<file path="config.mk">
export PLATFORM = sky130hd
export DESIGN_NAME = md_issue_ctrl
export DESIGN_NICKNAME = d
export VERILOG_FILES = /design/src/rtl/md_issue_ctrl.sv
export SDC_FILE = /design/constraint.sdc
export NUM_CORES = 1
export LEC_CHECK = 0
export BUFFER_PORTS_ARGS = -buffer_cell sky130_fd_sc_hd__buf_2
export CORE_ASPECT_RATIO = 1.4
export CORE_MARGIN = 5
export CORE_UTILIZATION = 52
export CTS_BUF_LIST = sky130_fd_sc_hd__clkbuf_16
export CTS_CLUSTER_SIZE = 10
export DETAILED_ROUTE_END_ITERATION = 8
export PLACE_DENSITY_LB_ADDON = 0.05
export SETUP_SLACK_MARGIN = 0.3
export SYNTH_ARGS = -nofsm -noshare
export SYNTH_HDL_FRONTEND = slang
export SYNTH_SLANG_ARGS = --single-unit
</file>
<file path="constraint.sdc">
create_clock -name clock -period 2.95 [get_ports clock]
set_input_delay 0.295 -clock clock [delete_from_list [all_inputs] [get_ports clock]]
set_output_delay 0.295 -clock clock [all_outputs]
set_load 0.005 [all_outputs]
</file>
<file path="src/rtl/md_issue_ctrl.sv">
// Issue/sequencing controller for the iterative multiply/divide unit: captures an
// X-stage mult/div op, pulses the unit's start, stalls the front end, and hands one result to P/W.
module md_issue_ctrl #(
  parameter int MAX_CYCLES = 40,
  parameter int CNT_W      = 6
) (
  input  logic        clock,
  input  logic        reset,
  input  logic        i_valid,
  input  logic [31:0] i_insn,
  input  logic        i_is_mult,
  input  logic        i_is_div,
  input  logic [31:0] i_opA,
  input  logic [31:0] i_opB,
  input  logic        i_flush,
  input  logic        md_rdy,
  input  logic [31:0] md_result,
  input  logic        md_exception,
  output logic        o_ctrl_mult,
  output logic        o_ctrl_div,
  output logic [31:0] o_opA,
  output logic [31:0] o_opB,
  output logic        o_stall,
  output logic [31:0] o_insn,
  output logic [31:0] o_result,
  output logic        o_MD_rdy,
  output logic        o_exception,
  output logic        o_timeout,
  output logic [1:0]  dbg_state
);

  localparam logic [1:0] S_IDLE  = 2'd0;
  localparam logic [1:0] S_BUSY  = 2'd1;
  localparam logic [1:0] S_DONE  = 2'd2;
  localparam logic [1:0] S_DRAIN = 2'd3;
  localparam logic [CNT_W-1:0] CNT_LAST = CNT_W'(MAX_CYCLES - 1);

  logic [1:0]       state;
  logic [1:0]       state_nx;
  logic [CNT_W-1:0] cnt;
  logic [31:0]      insn_q;
  logic             is_md;
  logic             start;
  logic             accept;
  logic             wd_hit;
  logic             op_end;
  logic             finish;

  assign is_md  = i_is_mult | i_is_div;
  assign start  = i_valid & is_md & ~i_flush;
  assign accept = start & ((state == S_IDLE) | (state == S_DONE));
  // cnt is 0 in the start-pulse cycle, so CNT_LAST marks the MAX_CYCLES-th cycle of waiting.
  assign wd_hit = ((state == S_BUSY) | (state == S_DRAIN)) & (cnt == CNT_LAST);
  assign op_end = md_rdy | wd_hit;
  assign finish = (state == S_BUSY) & ~i_flush & op_end;

  // State register
  always_ff @(posedge clock) begin
    if (reset) state <= S_IDLE;
    else       state <= state_nx;
  end

  // Next-state logic
  always_comb begin
    state_nx = state;
    case (state)
      S_IDLE:  if (accept) state_nx = S_BUSY;
      S_BUSY: begin
        // Flush beats a coincident result: the op is dead, nothing left to drain.
        if (i_flush)     state_nx = op_end ? S_IDLE : S_DRAIN;
        else if (op_end) state_nx = S_DONE;
      end
      S_DONE:  state_nx = accept ? S_BUSY : S_IDLE;
      S_DRAIN: if (op_end) state_nx = S_IDLE;
      default: state_nx = S_IDLE;
    endcase
  end

  // Output logic
  always_comb begin
    o_stall   = ((state == S_IDLE) & start) | (state == S_BUSY) |
                ((state == S_DRAIN) & i_valid & is_md);
    dbg_state = state;
  end

  // Datapath registers: capture on accept, single-cycle result presentation
  always_ff @(posedge clock) begin
    if (reset) begin
      cnt         <= '0;
      insn_q      <= '0;
      o_opA       <= '0;
      o_opB       <= '0;
      o_ctrl_mult <= 1'b0;
      o_ctrl_div  <= 1'b0;
      o_insn      <= '0;
      o_result    <= '0;
      o_MD_rdy    <= 1'b0;
      o_exception <= 1'b0;
      o_timeout   <= 1'b0;
    end else begin
      o_ctrl_mult <= accept & i_is_mult;
      o_ctrl_div  <= accept & ~i_is_mult & i_is_div;
      if (accept) begin
        cnt    <= '0;
        insn_q <= i_insn;
        o_opA  <= i_opA;
        o_opB  <= i_opB;
      end else if ((state == S_BUSY) | (state == S_DRAIN)) begin
        cnt <= cnt + CNT_W'(1);
      end
      o_MD_rdy    <= finish;
      o_insn      <= finish ? insn_q : 32'd0;
      o_result    <= (finish & md_rdy) ? md_result : 32'd0;
      o_exception <= finish & (md_rdy ? md_exception : 1'b1);
      o_timeout   <= finish & ~md_rdy;
    end
  end

endmodule

</file>
==> impl_metrics.yaml <==
sta:
  grt_setup_unrepaired: "false"
  setup_violations: 0
  final_hold_viol_count: 0
  worst_slew_pin_slew_ns: 0.953
  relSlewSlack: 0.363
  fmax_mhz: 515
  drv_slew: 0
  min_period_ns: 1.94
  setup_slack_ns: 1.01
  min_period_over_period: 0.658
  tns_ns: 0
  skew_ns: 0.00746
layout:
  area_growth_pct: 29.4
  nets: 1000
  final_area_um2: 8530
  num-fill-cells: 1026
  drive_gt1_frac: 0.353
  final_util: 0.689
  antennaDiodeCount: 0
placement:
  postPlaceCellArea_um2: 7940
  place_hpwl_mm: 11.1
  gp_congestion: 0.762
  numPortBuffers: 271
  pre_cts_ws_ns: 0.949
clock_tree:
  cts.sinks: 173
  cts_buffers: 17
  cts_root_buffer: "clkbuf_16"
  post_cts_buffers: 0
  clk_latency_ns: 0.41
  htreeDepth: 4
  cts_resized: 0
  hold_buffers: 0
  cts.reportedPaths.clkPinSlew_ns: 0.06
  cts_tree: "yes"
  cts_buffer_depth: 2
drt:
  wire_per_inst_um: 15.2
  drt-vias-per-instance: 4.85
  drcViolationCount: 0
  drtPass1Iterations: 4
  first_iter_violations: 138
  via_count: 4975
  ant_nets: 0
  routed_wl_mm: 15.5
power:
  p_per_area_nw_per_um2: 592
  total_leakage_power_nw: 3.85
  share_clk_of_total_power: 0.438
  finalPower_mw: 5.05
  p_int_mw: 3.88
  vdd_drop_max_mv: 0.350
  swShare: 0.231
  p_switching_mw: 1.17
  p_seq_frac: 0.483
  combPwrFrac: 0.079
logic_synthesis:
  synth_seq_cells: 173
  syn_inst: 612
  synth_edf_count: 0
  yosys-top-cells-count: "nand2b_1 (192), dfxtp_1 (173), mux2i_1 (98), nor3b_1 (34), and2_1 (32)"
  synth_area_per_cell_um2: 10.8
  ys.flop_type: "dfxtp_1"
  synth_top_cell_area_share: 0.526
  ys_warn_count: 0
  synth-async-reset-ratio: 0
  yosysMostFrequentCell: "nand2b_1"
  synth_area_leaders: "dfxtp_1 (53%), nand2b_1 (18%), mux2i_1 (15%), nor3b_1 (3.9%), and2_1 (3.0%)"
  ys_seq_area_frac: 0.526
  ys_types: 29
  synth_area_um2: 6590
  yosys.area.top_type: "dfxtp_1"
  syn_nets: 749
floorplanning:
  die-area_um2: 15000
  ios: 272
  die_h_um: 143
  core_area_um2: 12400
  rows: 48
  die_x_um: 105
  start_util: 0.532
setup_path:
  crit_arrival_ns: 2.27
  crit_type: "flop to flop"
  worst_r2r_endpoint: "dbg_state[1]"
  r2r_slack_ns: 1.01
  crit_required_ns: 3.28
  reg2reg_depth: 4
  slowest_stage: "a21oi_4"
  crit_chain: "ha_1 > and3_1 > a21oi_4 > mux2i_1"
  max_stage_delay_ns: 0.77
  crit_family: "compound AO/OA/AOI/OAI gates"
  cp-end-kind: "flop"
  r2r_start: "cnt[0]"
  cp_max_fo: 35
  critical_path_buf_inv_count: 0
  critPathLaunchType: "flop"
  crit_cells: 4
global_routing:
  grt_pass1_wl_mm: 25.2
  antenna_found_initial: 1
  grt_pass1_vias: 5215
  grt_max_degree: 123
  grt_usage: 0.205
  grt_overflow: 0
outcome:
  outcome: "completed"
worst_hold_path:
  hold_start: "i_is_mult"
  hp-class: "input pin to flop"
  hold_end: "o_ctrl_div"
  worstHoldPathCells: 2
job:
  maxCapViolations: 0
-- cell families (layout without fill, tap and decap cells) --
group / Yosys count / after routing / share of synthesized area
buffers and inverters: 47 / 310 / 0.0384
AND/OR/NAND/NOR: 280 / 280 / 0.271
adder cells (fa/ha/maj): 1 / 1 / 0.00190
XOR/XNOR: 4 / 4 / 0.00532
multiplexers: 98 / 98 / 0.149
flip-flops: 173 / 173 / 0.526
AO/OA/AOI/OAI: 9 / 9 / 0.00893
-- worst max path at each step --
| stage | startpoint | end | slack (ns) |
|---|---|---|---|
| after floorplan | dbg_state[1] | o_result[10] | 1.54 |
| after global placement | reset | o_result[19] | 1.06 |
| after detailed placement | reset | o_result[27] | 0.95 |
| after CTS | cnt[0] | dbg_state[1] | 1.0 |
| after global routing | cnt[0] | dbg_state[1] | 0.89 |
| final | cnt[0] | dbg_state[1] | 1.01 |
-- power by group through the flow --
stage          registers [mW]  logic (mW)  clock network, mW
2_1_floorplan            2.49       0.227                  0
3_3_place_gp             2.49       0.388                  0
3_5_place_dp             2.49       0.401                  0
4_1_cts                  2.44       0.403               2.26
5_1_grt                  2.45       0.440               2.37
6_report                 2.44       0.397               2.21
-- worst register-to-register path, cell delays in order, from the launching register on --
cell and delay, ns:
dfxtp_1 0.33, ha_1 0.23, and3_1 0.24, a21oi_4 0.77, mux2i_1 0.29
-- cell type report --
cell class / instances / area, µm² / area share
clock buffers: 17 / 425 / 0.0499
clock inverters: 14 / 159 / 0.0186
inverters: 3 / 11.3 / 0.00132
multi-input cells: 392 / 2880 / 0.338
flip-flops and latches: 173 / 3460 / 0.406
well taps: 150 / 188 / 0.0220
repair buffers: 276 / 1400 / 0.164
-- registers in the layout (all words and copies together) (netlist names) --
register	cells
o_exception	1
o_ctrl_div	1
cnt	6
o_insn	32
o_result	32
o_opB	32
insn_q	32
dbg_state	2
o_opA	32
o_ctrl_mult	1
o_MD_rdy	1
o_timeout	1
-- metrics by stage --
stage | hold WS [ns] | cells
after CTS | 0.0422 | 1025
after detailed placement | 0.460 | 994
after floorplan | 0.372 | 612
after global placement | 0.454 | 994
after global routing | 0.0561 | 1025
final | 0.0623 | 1025
-- layer usage --
| metal | part of all wire | global-route usage |
|---|---|---|
| met1 | 0.40 | 0.235 |
| met2 | 0.51 | 0.360 |
| met3 | 0.076 | 0.0660 |
| met4 | 0.013 | 0.0694 |
| met5 | 0.00084 | 0 |
-- cell usage in the layout, fill, tap and decap left out, drive strengths merged, types with 3 or more instances in the layout --
| master | synthesis | routed |
|---|---|---|
| nor3b | 34 | 34 |
| nand2b | 192 | 192 |
| xor2 | 3 | 3 |
| mux2i | 98 | 98 |
| buf | 22 | 276 |
| nand2 | 4 | 4 |
| dfxtp | 173 | 173 |
| nor3 | 7 | 7 |
| clkbuf | 22 | 17 |
| clkinv | 0 | 4 |
| o21ai | 4 | 4 |
| and2 | 32 | 32 |
| inv | 3 | 9 |
Power figures use the tool's default switching activity.
